==> src/rtl/divider_seq_ctrl_if.sv <==
// Request/response handshake bundle between a client and the divider sequencer.
interface divider_seq_ctrl_if #(
   parameter int C_NUM_BITS = 4
);
   logic                  REQ_VALID;
   logic                  REQ_READY;
   logic [C_NUM_BITS-1:0] DIVIDEND;
   logic [C_NUM_BITS-1:0] DIVISOR;
   logic                  RSP_VALID;
   logic                  RSP_READY;
   logic [C_NUM_BITS-1:0] RSP_QUO;
   logic                  RSP_DZ;

   // client side: issues requests, consumes responses
   modport master (
      output REQ_VALID, DIVIDEND, DIVISOR, RSP_READY,
      input  REQ_READY, RSP_VALID, RSP_QUO, RSP_DZ
   );

   // sequencer side
   modport slave (
      input  REQ_VALID, DIVIDEND, DIVISOR, RSP_READY,
      output REQ_READY, RSP_VALID, RSP_QUO, RSP_DZ
   );
endinterface

==> src/rtl/divider_seq_ctrl.sv <==
// Sequencer for the iterative divider: accepts operands, clears and runs the
// divider for a fixed number of enabled edges, captures Q and returns it.
// Divide-by-zero is answered directly with an all-ones quotient.
module divider_seq_ctrl #(
   parameter int C_NUM_BITS   = 4,
   parameter int C_DIV_CYCLES = 10,
   parameter int C_CNT_BITS   = 8
) (
   input  logic                  CK,
   input  logic                  R,
   divider_seq_ctrl_if.slave     io,
   output logic                  BUSY,
   output logic [C_CNT_BITS-1:0] OP_CNT,
   output logic                  DIV_RN,
   output logic                  DIV_E,
   output logic [C_NUM_BITS-1:0] DIV_A,
   output logic [C_NUM_BITS-1:0] DIV_B,
   input  logic [C_NUM_BITS-1:0] DIV_Q
);

   localparam int CYC_BITS = $clog2(C_DIV_CYCLES + 1);
   localparam logic [CYC_BITS-1:0] CYC_LAST = CYC_BITS'(C_DIV_CYCLES - 1);

   typedef enum logic [2:0] {
      S_IDLE,
      S_CLEAR,
      S_RUN,
      S_CAPTURE,
      S_DONE
   } state_t;

   state_t                state, state_nxt;
   logic [CYC_BITS-1:0]   cyc;
   logic [C_NUM_BITS-1:0] op_a, op_b;
   logic [C_NUM_BITS-1:0] rsp_quo;
   logic                  rsp_dz;
   logic [C_CNT_BITS-1:0] op_cnt;
   logic                  accept;
   logic                  divisor_zero;

   assign accept       = io.REQ_VALID && (state == S_IDLE);
   assign divisor_zero = (io.DIVISOR == '0);

   // State register
   always_ff @(posedge CK) begin
      if (R) state <= S_IDLE;
      else   state <= state_nxt;
   end

   // Next-state decode
   always_comb begin
      state_nxt = state;
      case (state)
         S_IDLE:    if (accept) state_nxt = divisor_zero ? S_DONE : S_CLEAR;
         S_CLEAR:   state_nxt = S_RUN;
         S_RUN:     if (cyc == CYC_LAST) state_nxt = S_CAPTURE;
         S_CAPTURE: state_nxt = S_DONE;
         S_DONE:    if (io.RSP_READY) state_nxt = S_IDLE;
         default:   state_nxt = S_IDLE;
      endcase
   end

   // Operand latch, iteration counter, result capture and completion counter
   always_ff @(posedge CK) begin
      if (R) begin
         op_a    <= '0;
         op_b    <= '0;
         rsp_quo <= '0;
         rsp_dz  <= 1'b0;
         cyc     <= '0;
         op_cnt  <= '0;
      end else begin
         if (accept) begin
            op_a    <= io.DIVIDEND;
            op_b    <= io.DIVISOR;
            rsp_dz  <= divisor_zero;
            rsp_quo <= divisor_zero ? '1 : '0;
         end
         if (state == S_CLEAR)      cyc <= '0;
         else if (state == S_RUN)   cyc <= cyc + 1'b1;
         if (state == S_CAPTURE)    rsp_quo <= DIV_Q;
         if ((state == S_DONE) && io.RSP_READY && (op_cnt != '1))
            op_cnt <= op_cnt + 1'b1;
      end
   end

   // Outputs decode purely from registered state and datapath registers
   always_comb begin
      io.REQ_READY = (state == S_IDLE);
      io.RSP_VALID = (state == S_DONE);
      io.RSP_QUO   = rsp_quo;
      io.RSP_DZ    = rsp_dz;
      BUSY         = (state != S_IDLE);
      OP_CNT       = op_cnt;
      DIV_RN       = (state == S_RUN) || (state == S_CAPTURE);
      DIV_E        = (state == S_RUN);
      DIV_A        = op_a;
      DIV_B        = op_b;
   end

endmodule

==> src/flat_wrapper.sv <==
// flat-port wrapper written by rule: the top's interface ports become plain ports
module divider_seq_ctrl_flat 
#(
   parameter int C_NUM_BITS   = 4,
   parameter int C_DIV_CYCLES = 10,
   parameter int C_CNT_BITS   = 8
)
  (CK, R, BUSY, OP_CNT, DIV_RN, DIV_E, DIV_A, DIV_B, DIV_Q, io_REQ_VALID, io_DIVIDEND, io_DIVISOR, io_RSP_READY, io_REQ_READY, io_RSP_VALID, io_RSP_QUO, io_RSP_DZ);
  divider_seq_ctrl_if #(.C_NUM_BITS(C_NUM_BITS)) io_i ();
  input  logic CK;
  input  logic R;
  output logic BUSY;
  output logic [C_CNT_BITS-1:0] OP_CNT;
  output logic DIV_RN;
  output logic DIV_E;
  output logic [C_NUM_BITS-1:0] DIV_A;
  output logic [C_NUM_BITS-1:0] DIV_B;
  input  logic [C_NUM_BITS-1:0] DIV_Q;
  input wire logic [$bits(io_i.REQ_VALID)-1:0] io_REQ_VALID;
  input wire logic [$bits(io_i.DIVIDEND)-1:0] io_DIVIDEND;
  input wire logic [$bits(io_i.DIVISOR)-1:0] io_DIVISOR;
  input wire logic [$bits(io_i.RSP_READY)-1:0] io_RSP_READY;
  output wire logic [$bits(io_i.REQ_READY)-1:0] io_REQ_READY;
  output wire logic [$bits(io_i.RSP_VALID)-1:0] io_RSP_VALID;
  output wire logic [$bits(io_i.RSP_QUO)-1:0] io_RSP_QUO;
  output wire logic [$bits(io_i.RSP_DZ)-1:0] io_RSP_DZ;
  assign io_i.REQ_VALID = io_REQ_VALID;
  assign io_i.DIVIDEND = io_DIVIDEND;
  assign io_i.DIVISOR = io_DIVISOR;
  assign io_i.RSP_READY = io_RSP_READY;
  assign io_REQ_READY = io_i.REQ_READY;
  assign io_RSP_VALID = io_i.RSP_VALID;
  assign io_RSP_QUO = io_i.RSP_QUO;
  assign io_RSP_DZ = io_i.RSP_DZ;
  divider_seq_ctrl #(.C_NUM_BITS(C_NUM_BITS), .C_DIV_CYCLES(C_DIV_CYCLES), .C_CNT_BITS(C_CNT_BITS)) u_core (.CK(CK), .R(R), .io(io_i), .BUSY(BUSY), .OP_CNT(OP_CNT), .DIV_RN(DIV_RN), .DIV_E(DIV_E), .DIV_A(DIV_A), .DIV_B(DIV_B), .DIV_Q(DIV_Q));
endmodule
==> config.mk <==
export PLATFORM = sky130hd
export DESIGN_NAME = divider_seq_ctrl_flat
export DESIGN_NICKNAME = d
export VERILOG_FILES = /design/src/rtl/divider_seq_ctrl_if.sv /design/src/rtl/divider_seq_ctrl.sv /design/src/flat_wrapper.sv
export SDC_FILE = /design/constraint.sdc
export NUM_CORES = 1
export LEC_CHECK = 0
export ABC_AREA = 1
export CAP_MARGIN = 20
export CORE_ASPECT_RATIO = 0.9
export CORE_UTILIZATION = 46
export CTS_CLUSTER_SIZE = 30
export DETAILED_ROUTE_END_ITERATION = 10
export PLACE_DENSITY_LB_ADDON = 0.25
export SLEW_MARGIN = 25
export SYNTH_ARGS = -nofsm -noshare
export SYNTH_HDL_FRONTEND = slang
export SYNTH_SLANG_ARGS = --single-unit
==> constraint.sdc <==
create_clock -name CK -period 1.8 [get_ports CK]
set_clock_uncertainty 0.2 [all_clocks]
set_input_delay 0.36 -clock CK [delete_from_list [all_inputs] [get_ports CK]]
set_output_delay 0.36 -clock CK [all_outputs]
set_load 0.01 [all_outputs]
# After elaboration in Yosys (flattened, before gate mapping)
# Cells that the tools add are included.
[op_classes]
addsub = 2
eq_ne = 9
mux = 8
reduce_logical = 10
[op_table]
columns = ["op", "n"]
rows = [
  ["$pmux 3 s5", 1],
  ["$mux 3", 4],
  ["$mux 4", 3],
  ["$add 8x1->8 const B", 1],
  ["$ne 8x8->1 const B", 1],
  ["$eq 3x2->1 const B", 2],
  ["$add 4x1->4 const B", 1],
  ["$eq 4x4->1 const B", 1],
  ["$logic_not 4->1", 1],
  ["$ne 2x1->1 const B", 2],
  ["$eq 3x1->1 const B", 1],
  ["$eq 3x3->1 const B", 1],
  ["$logic_and 1x1->1", 3],
  ["$logic_not 3->1", 1],
  ["$reduce_and 3->1", 1],
  ["$reduce_bool 3->1", 1],
  ["$ne 2x2->1 const B", 1],
  ["$reduce_bool 2->1", 1],
  ["$reduce_or 2->1", 1],
  ["$logic_or 1x1->1", 1],
]
[word_totals]
register_bits = 28
inputBits = 16
output_inout_bits = 26
elab_cells = 36

# Depth between registers and ports, before layout
# Gate-level depths: netlist of run 1.
[logic_depth]
word_depth = 4
mapped_depth = 10
ltp_nobuf = 10

# Least setup slack after synthesis of run 1
# No wires, ideal clock.
[synth_timing]
path_kind = "register -> register"
from = "reg u_core.op_cnt[1], in the netlist u_core.OP_CNT[1]"
to = "reg u_core.op_cnt[5], in the netlist u_core.OP_CNT[5]"
setup_time_ns = 0.072
t_arrival_ns = 1.252
required_ns = 1.528
slack_ns = 0.276
stages_incl_launch_ff = 8
n_path_buf = 0
period_less_slack_ns = 1.524
cell_sequence = "dfxtp_1 -> ha_1 -> inv_1 -> nor2_2 -> nand2_2 -> nand2_1 -> nand2_1 -> a21oi_1"
[synth_between]
elab_chain_len = 2
word_cells_on_any_way = 3
classes_between = "1 x add/sub; 1 x eq/ne; 1 x reduce/logical"
[synth_lines]
columns = ["element", "line_no", "source"]
rows = [
  ["start: declaration", "divider_seq_ctrl.sv:37", "logic [C_CNT_BITS-1:0] op_cnt;"],
  ["start signal: assignment", "divider_seq_ctrl.sv:83", "op_cnt <= op_cnt + 1'b1;"],
  ["parallel branches: the longest is 2 deep, another holds $add 8x1->8", "-", ""],
]
# Parallel ways; which one is timed is not known.
# A chain may end at the register's enable or synchronous reset.

# Final worst setup path of run 1
[layout_timing]
from = "reg u_core.state[0]"
to = "out DIV_E"
[layout_between]
elab_chain_len = 1
[layout_lines]
columns = ["element", "line_no", "source"]
rows = [
  ["start: declaration", "divider_seq_ctrl.sv:32", "state_t state, state_nxt;"],
  ["start signal: assignment", "divider_seq_ctrl.sv:47", "else state <= state_nxt;"],
  ["$eq 3x2->1", "divider_seq_ctrl.sv:96", "DIV_E = (state == S_RUN);"],
  ["end: declaration", "flat_wrapper.sv:15", "output logic DIV_E;"],
]
# No other way between the ends.

==> summary.md, run 1 <==
| Metric | Value |
|---|---|
| CTS sink cnt | `28` |
| Clock Tree Root | `clkbuf_4` |
| Ant. Diodes | `0` |
| Unrepaired setup endpoints after global routing | `yes` |
| CP required | `1.24 ns` |
| Ports placed on the boundary | `42` |
| Synthesis-stage register bit count | `28` |
| Initial antenna violation count | `0` |
| Synth async-reset ratio | `0` |
| PnR worst setup slack | `0.0418 ns` |
| Slew Viols, Final | `0` |
| Gr usage total | `0.211` |
| # port buffers | `41` |
| Max-slew headroom | `0.851` |
| Average wire per standard cell | `10.8 um` |
| Final hold viol count | `0` |
| Top cells by count, synth | `nand2_1, nor2_1, dfxtp_1, a21oi_1` |
| DR pass1 iterations | `4` |
| Power Density | `1120 mW/mm2` |
| Max-cap violations | `0` |
| Critical path class | `reg2out` |
| Peak VDD IR | `0.903 mV` |
| Critical path arrival | `1.20 ns` |
| Most common cell in the netlist | `nand2_1` |
| Area leader, netlist | `dfxtp_1` |
| DR DRC count | `0` |
| Global-route wire length before repair | `around 5300 um` |
| Clk slew on worst S/H paths | `0.16 ns` |
| # placed instances | `about 290` |
| Post-place setup slack | `0.0257 ns` |
| Cts bufs inserted | `3` |
| LEAKAGE | `1.05 nW` |
| Final Util | `0.739` |
| Starting Density | `0.504` |
| Final non-filler cell total | `298` |
| Hold Path Class | `reg2reg` |
| Startpoint types | `flop` |
| Largest stage delay on the critical path | `0.39 ns` |
| Largest net degree at the start of global routing | `18` |
| Area contributors post-synth | `dfxtp_1, nand2_1, nor2_1` |
| Number of global-route vias before repair | `1263` |
| Yosys top cell area share | `0.392` |
| Worst path bufs/invs | `2` |
| FILL cells | `234` |
| Synthesized netlist cell count | `197` |
| Final RePlAce weighted congestion | `0.850` |
| Die ar. | `about 0.0033 mm2` |
| Register area share after synthesis | `0.392` |
| Total power | `about 2.3 mW` |
| Total grt overflow | `0` |
| Site row count | `18` |
| # nets final | `around 280` |
| Syn Area/Cell | `7.26 um2` |
| Worst path top cell family by delay | `flip-flops` |
| Vias per cell | `approximately 4.9` |
| Post-synth top flop | `dfxtp_1` |
| Critical path fanouts, max | `3` |
| Synth Cell Area | `0.00143 mm2` |
| Period utilisation layout | `0.977` |
| Drt total wl | `3220 um` |
| Die height | `54.9 um` |
| Final min period | `1.76 ns` |
| Synth-to-Final Area Change | `46.5%` |
| Share of cells above drive strength 1 | `0.271` |
| Total number of vias | `1462` |
| Maximum operating frequency | `between 500 and 600 MHz` |
| Number of synthesized flops with an enable pin | `0` |
| Final ANT Viol Nets | `0` |
| CP Capture Type | `output port` |
| Core Region | `0.00284 mm2` |
| Worst skew pair latency | `0.33 ns` |
| Status | `complete, no violations` |
| CTS tree | `built` |
| Clk buf depth | `2` |
| Endpoints failing setup | `0` |
| Yosys warns | `0` |
| Synth cell types | `28` |
| Net Count, Synth | `~220` |
| H-tree depth | `1` |
| Dpl hpwl | `2350 um` |
| Hold Buf Count CTS | `0` |
| Starting DRC count in detailed routing | `65` |
| CP max-delay cell | `dfxtp_4` |
| Crit-path cells | `buf_4 > nor3_4 > buf_2` |
| Worst-margin pin slew | `0.223 ns` |
| Die width | `60.8 um` |
report_power, final:
part / internal (mW) / switching [mW] / total [mW]
Clock: 0.225 / 0.192 / 0.417
Sequential: 0.730 / 0.0661 / 0.796
Combinational: 0.511 / 0.616 / 1.13
Total: 1.47 / 0.874 / 2.34
per-layer routing:
layer,vias to the layer above,wire [um],global-route usage
li1,759,-,-
met1,660,1530,0.266
met2,39,1490,0.368
met3,4,166,0.0512
met4,0,36,0.0455
met5,-,0,0
cell usage in the layout (no fill, tap or decap), types with 3 or more instances in the layout:
| cell type | n |
|---|---|
| dfxtp_2 | 10 |
| nand3_1 | 17 |
| dfxtp_1 | 14 |
| nand2_1 | 35 |
| buf_4 | 19 |
| clkdlybuf4s50_1 | 15 |
| inv_2 | 3 |
| dfxtp_4 | 4 |
| dlygate4sd2_1 | 13 |
| nand2_2 | 8 |
| nor2_1 | 32 |
| inv_1 | 17 |
| o21ai_1 | 3 |
| dlymetal6s2s_1 | 8 |
| ha_1 | 3 |
| a21oi_1 | 20 |
| a21oi_2 | 5 |
| clkbuf_4 | 3 |
flip-flops by register name (all words and copies together), names as in the netlist:
signal and count:
u_core.io.RSP_QUO 4, u_core.io.RSP_DZ 1, u_core.cyc 4, u_core.OP_CNT 8, u_core.state 3, u_core.DIV_A 4, u_core.DIV_B 4
per-stage QoR:
stage | setup TNS [ns] | instance area [um2] | hold WS [ns]
2_1_floorplan | 0 | 1430 | 0.247
3_3_place_gp | 0 | 1960 | 0.251
3_5_place_dp | 0 | 1960 | 0.256
4_1_cts | -0.0498 | 2080 | 0.271
5_1_grt | -0.0000950 | 2100 | 0.285
6_report | 0 | 2100 | 0.268
tightest hold or removal path: stages, from the launching register on:
cell     delay (ns)
dfxtp_2        0.36
nand2_2        0.06
a21oi_2        0.04
worst paths after layout:
check	slack (ns)	depth (start not counted)	from	to
worst min-delay path	0.27	2	u_core.io.RSP_QUO[0]	u_core.io.RSP_QUO[0]
worst max-delay path	0.04	3	u_core.state[0]	DIV_E
worst min register to register	0.27	2	u_core.io.RSP_QUO[0]	u_core.io.RSP_QUO[0]
worst max register to register	0.18	8	u_core.OP_CNT[1]	u_core.OP_CNT[5]
cell type report:
class                   count  area, um2  area share
repair buffers             61        548       0.261
flip-flops and latches     28        588       0.281
well taps                  40       50.0      0.0239
inverters                  23       96.3      0.0460
clock buffers               3       22.5      0.0107
clock inverters             1       30.0      0.0143
multi-input cells         142        761       0.363
cells by family (layout without fill, tap and decap cells):
logic type | Yosys count | after routing | share of synthesized area
simple gates | 105 | 105 | 0.357
compound gates | 33 | 33 | 0.136
flops | 28 | 28 | 0.392
buf+inv | 27 | 88 | 0.0831
fa+ha+maj | 3 | 3 | 0.0262
xor+xnor | 1 | 1 | 0.00613
timing repair:
item,CTS,global route
gates resized for setup,46,14
setup buffers,8,1
endpoints found under the setup margin,23,13
cloned,0,0
pin swaps,1,1
Note: power is estimated with default switching activity, not from simulation.
==> run 2, diff against run 1 <==
Settings changed: CORE_ASPECT_RATIO 0.9 to 0.6, CTS_CLUSTER_SIZE 30 to default.
==> summary.md, run 2 (same netlist as run 1, synthesis figures left out) <==
| Metric | Value |
|---|---|
| Status | `complete, no violations` |
| Worst path bufs/invs | `1` |
| DP Area | `between 0.0015 and 0.002 mm2` |
| Ports placed on the boundary | `42` |
| Switching Share | `0.361` |
| Total number of vias | `1408` |
| Startpoint types | `flop` |
| Average wire per standard cell | `~11 um` |
| Core Region | `about 0.0029 mm2` |
| Clk buf depth | `2` |
| Hold Path Class | `reg2reg` |
| Setup_tns | `0 ns` |
| Final hold viol count | `0` |
| Global-route wire length before repair | `5160 um` |
| Critical path class | `reg2out` |
| Final ANT Viol Nets | `0` |
| Gr usage total | `0.208` |
| Endpoints failing setup | `0` |
| DR pass1 iterations | `6` |
| Crit-path cells | `clkdlybuf4s50_1` |
| Vias per cell | `approximately 4.8` |
| Total power | `2.41 mW` |
| Internal power | `1.54 mW` |
| Critical path arrival | `1.19 ns` |
| Worst-margin pin slew | `0.247 ns` |
| Starting DRC count in detailed routing | `56` |
| Total grt overflow | `0` |
| Die ar. | `0.00334 mm2` |
| # port buffers | `slightly above 40` |
| Dpl hpwl | `2420 um` |
| CTS tree | `built` |
| Share of cells above drive strength 1 | `0.210` |
| # placed instances | `289` |
| Die width | `74.0 um` |
| Commonest non-fill, non-tap cell in the layout | `nand2_1` |
| Cts bufs inserted | `3` |
| Initial antenna violation count | `0` |
| Maximum operating frequency | `571 MHz` |
| Net Switching | `869 uW` |
| Drt total wl | `3260 um` |
| LEAKAGE | `around 0.9 nW` |
| Largest stage delay on the critical path | `0.54 ns` |
| Flop pwr share | `0.343` |
| Max-cap violations | `0` |
| Largest net degree at the start of global routing | `18` |
| Ant. Diodes | `0` |
| Site row count | `15` |
| Clock power share | `0.207` |
| Max reg flops | `8` |
| Final Cell Area | `0.00207 mm2` |
| DR DRC count | `0` |
| Starting Density | `0.492` |
| Power Density | `1160 mW/mm2` |
| Peak VDD IR | `a little over 0.6 mV` |
| Worst path top cell family by delay | `buffers and inverters` |
| Clk slew on worst S/H paths | `0.09 ns` |
| Synth-to-Final Area Change | `44.7%` |
| Final min period | `1.75 ns` |
| Die height | `45.2 um` |
| Unrepaired setup endpoints after global routing | `no` |
| Number of global-route vias before repair | `1163` |
| Hold_ws | `0.271 ns` |
| Worst skew pair latency | `approximately 0.28 ns` |
| CP Capture Type | `output port` |
| H-tree depth | `1` |
| Period utilisation layout | `0.972` |
| # nets final | `272` |
| Leading cell types in the layout, fill and taps excluded | `nand2_1, nor2_1, clkdlybuf4s50_1` |
| CP max-delay cell | `clkdlybuf4s50_1` |
| Max-slew headroom | `0.834` |
| Final RePlAce weighted congestion | `0.814` |
| CP required | `about 1.2 ns` |
| Clock Tree Root | `clkbuf_8` |
| Critical path fanouts, max | `5` |
| Final non-filler cell total | `294` |
| Logic pwr share | `0.451` |
| Slew Viols, Final | `0` |
| CTS sink cnt | `28` |
[run 2: final timing paths]
path	startpoint	endpoint	slack, ns	cells past startpoint
setup / recovery	u_core.OP_CNT[3]	OP_CNT[3]	0.05	1
hold / removal	u_core.io.RSP_QUO[1]	u_core.io.RSP_QUO[1]	0.27	2
setup reg to reg	u_core.OP_CNT[0]	u_core.OP_CNT[5]	0.18	7
hold reg to reg	u_core.io.RSP_QUO[1]	u_core.io.RSP_QUO[1]	0.27	2
[run 2: repair_timing]
item | CTS | global route
buffers inserted | 1 | 0
pin swaps | 1 | 0
resized for setup | 17 | 6
hold buffers | 0 | 0
endpoints found under the setup margin | 12 | 5
[run 2: layer usage]
layer  global-route usage  share of wire  vias up  wire [um]
met2                0.320           0.42       38       1380
met3               0.0536          0.051        2        165
met1                0.292           0.52      619       1700
met5                    0              0        -          0
met4               0.0577         0.0071        0         23
li1                     -              -      749          -
[run 2: area by class of cell]
| cell class | instances | area (um2) |
|---|---|---|
| fill | 233 | 840 |
| multi-input combinational | 142 | 751 |
| sequential | 28 | 579 |
| timing repair buffer | 55 | 519 |
| inverter | 23 | 96.3 |
| tap | 42 | 52.6 |
| clock buffer | 3 | 41.3 |
| clock inverter | 1 | 30.0 |
[run 2: stage by stage]
| stage | setup WS (ns) | util |
|---|---|---|
| 3_3_place_gp | 0.0271 | 0.677 |
| 3_5_place_dp | 0.00455 | 0.677 |
| 6_report | 0.0496 | 0.711 |
| 4_1_cts | 0.00830 | 0.707 |
| 5_1_grt | 0.00401 | 0.711 |
| 2_1_floorplan | 0.276 | - |
[run 2: power by group through the flow]
| stage | clock, mW | combinational, mW | sequential (mW) |
|---|---|---|---|
| final | 0.498 | 1.08 | 0.825 |
| after global routing | 0.536 | 1.18 | 0.841 |
| after CTS | 0.512 | 1.08 | 0.827 |
| after detailed placement | 0 | 1.10 | 0.827 |
| after global placement | 0 | 1.08 | 0.824 |
| after floorplan | 0 | 0.576 | 0.847 |
==> run 3, diff against run 2 <==
Settings changed: PLACE_DENSITY from default to 0.78, PLACE_DENSITY_LB_ADDON 0.25 to default.
==> summary.md, run 3 (same netlist as run 1, synthesis figures left out) <==
| Metric | Value |
|---|---|
| Status | `complete, no violations` |
| Worst path bufs/invs | `1` |
| Site row count | `15` |
| Core Region | `0.00291 mm2` |
| Hold Path Class | `reg2reg` |
| Startpoint types | `flop` |
| Synth-to-Final Area Change | `43.4%` |
| Power Density | `1150 mW/mm2` |
| DR DRC count | `0` |
| Final ANT Viol Nets | `0` |
| Drt total wl | `3320 um` |
| Largest net degree at the start of global routing | `18` |
| Peak VDD IR | `0.737 mV` |
| Vias per cell | `just under 5` |
| Worst path top cell family by delay | `buffers and inverters` |
| Final RePlAce weighted congestion | `around 0.86` |
| Clk buf depth | `2` |
| Initial antenna violation count | `0` |
| Max-slew headroom | `0.833` |
| Max reg flops | `8` |
| Final hold viol count | `0` |
| Crit-path cells | `clkdlybuf4s50_1` |
| CP max-delay cell | `clkdlybuf4s50_1` |
| LEAKAGE | `around 0.89 nW` |
| Setup_tns | `0 ns` |
| Die height | `45.2 um` |
| Starting Density | `0.492` |
| Unrepaired setup endpoints after global routing | `no` |
| # port buffers | `about 40` |
| Critical path class | `reg2out` |
| Period utilisation layout | `0.979` |
| Die ar. | `0.00334 mm2` |
| Hold_ws | `0.268 ns` |
| DR pass1 iterations | `4` |
| # placed instances | `287` |
| H-tree depth | `1` |
| Die width | `approximately 74 um` |
| CP required | `1.24 ns` |
| CP Capture Type | `output port` |
| Commonest non-fill, non-tap cell in the layout | `nand2_1` |
| Gr usage total | `0.215` |
| Sequential standard cell area | `581 um2` |
| Post-CTS setup buffers | `0` |
| Starting DRC count in detailed routing | `67` |
| Global-route wire length before repair | `5420 um` |
| Max-cap violations | `0` |
| Total number of vias | `approximately 1400` |
| Critical path fanouts, max | `5` |
| FILL cells | `between 200 and 300` |
| Critical path arrival | `1.20 ns` |
| Multi-input logic area | `753 um2` |
| Final non-filler cell total | `291` |
| Total grt overflow | `0` |
| Ports placed on the boundary | `42` |
| Leading cell types in the layout, fill and taps excluded | `nand2_1, nor2_1, clkdlybuf4s50_1` |
| Endpoints failing setup | `0` |
| Average wire per standard cell | `around 11 um` |
| Dpl hpwl | `2580 um` |
| CTS sink cnt | `28` |
| Largest stage delay on the critical path | `0.55 ns` |
| Hold Buf Count CTS | `0` |
| Maximum operating frequency | `568 MHz` |
| Ant. Diodes | `0` |
| CTS tree | `built` |
| Worst skew pair latency | `0.27 ns` |
| Slew Viols, Final | `0` |
| Final min period | `1.76 ns` |
| Cts bufs inserted | `3` |
| Clk slew on worst S/H paths | `0.10 ns` |
| # nets final | `269` |
| Share of cells above drive strength 1 | `0.209` |
| Worst-margin pin slew | `0.249 ns` |
| Clock Tree Root | `clkbuf_8` |
| Number of global-route vias before repair | `1199` |
[run 3: cell count changes in the layout (fill, tap and decap cells not counted)]
cell / before / now
clkdlybuf4s15_1: 1 / 0
buf_4: 14 / 11
dfxtp_2: 6 / 7
clkdlybuf4s50_1: 31 / 32
nand2_1: 36 / 35
dfxtp_1: 19 / 18
nand2_2: 7 / 8
[run 3: per-stage QoR]
stage / util / setup WS [ns] / instance area, um2 / power (mW)
5_1_grt: 0.705 / 0.00548 / 2050 / 2.51
3_3_place_gp: 0.671 / 0.0282 / 1950 / 1.88
3_5_place_dp: 0.671 / 0.0128 / 1950 / 1.90
6_report: 0.705 / 0.0383 / 2050 / 2.35
2_1_floorplan: - / 0.276 / 1430 / 1.42
4_1_cts: 0.700 / 0.000977 / 2040 / 2.37
[run 3: final cells by class]
class                   count  share of cell area
repair buffers             52               0.242
well taps                  42              0.0256
clock buffers               3              0.0201
flip-flops and latches     28               0.283
multi-input cells         142               0.367
inverters                  23              0.0470
clock inverters             1              0.0146
[run 3: per-layer routing]
metal	vias up	part of all wire	track usage
li1	742	-	-
met1	655	0.50	0.303
met2	45	0.43	0.336
met3	0	0.065	0.0603
met4	0	0	0.0308
met5	-	0	0
[run 3: report_power, final]
part | total [mW] | switching, mW | internal [mW]
clock network | 0.496 | 0.199 | 0.298
logic | 1.03 | 0.562 | 0.467
registers | 0.827 | 0.101 | 0.727
[run 3: final timing paths]
path                            cells past startpoint              endpoint  slack, ns            startpoint
worst min-delay path                                2  u_core.io.RSP_QUO[0]       0.27  u_core.io.RSP_QUO[0]
worst min register to register                      2  u_core.io.RSP_QUO[0]       0.27  u_core.io.RSP_QUO[0]
worst max register to register                      7      u_core.OP_CNT[5]       0.21      u_core.OP_CNT[0]
worst max-delay path                                1             OP_CNT[6]       0.04      u_core.OP_CNT[6]
[run 3: repair_timing]
action,4_1_cts,5_1_grt
hold endpoints to repair,0,0
resized for setup,17,6
pin swaps,1,0
setup endpoints to repair,12,5
gates cloned,0,0
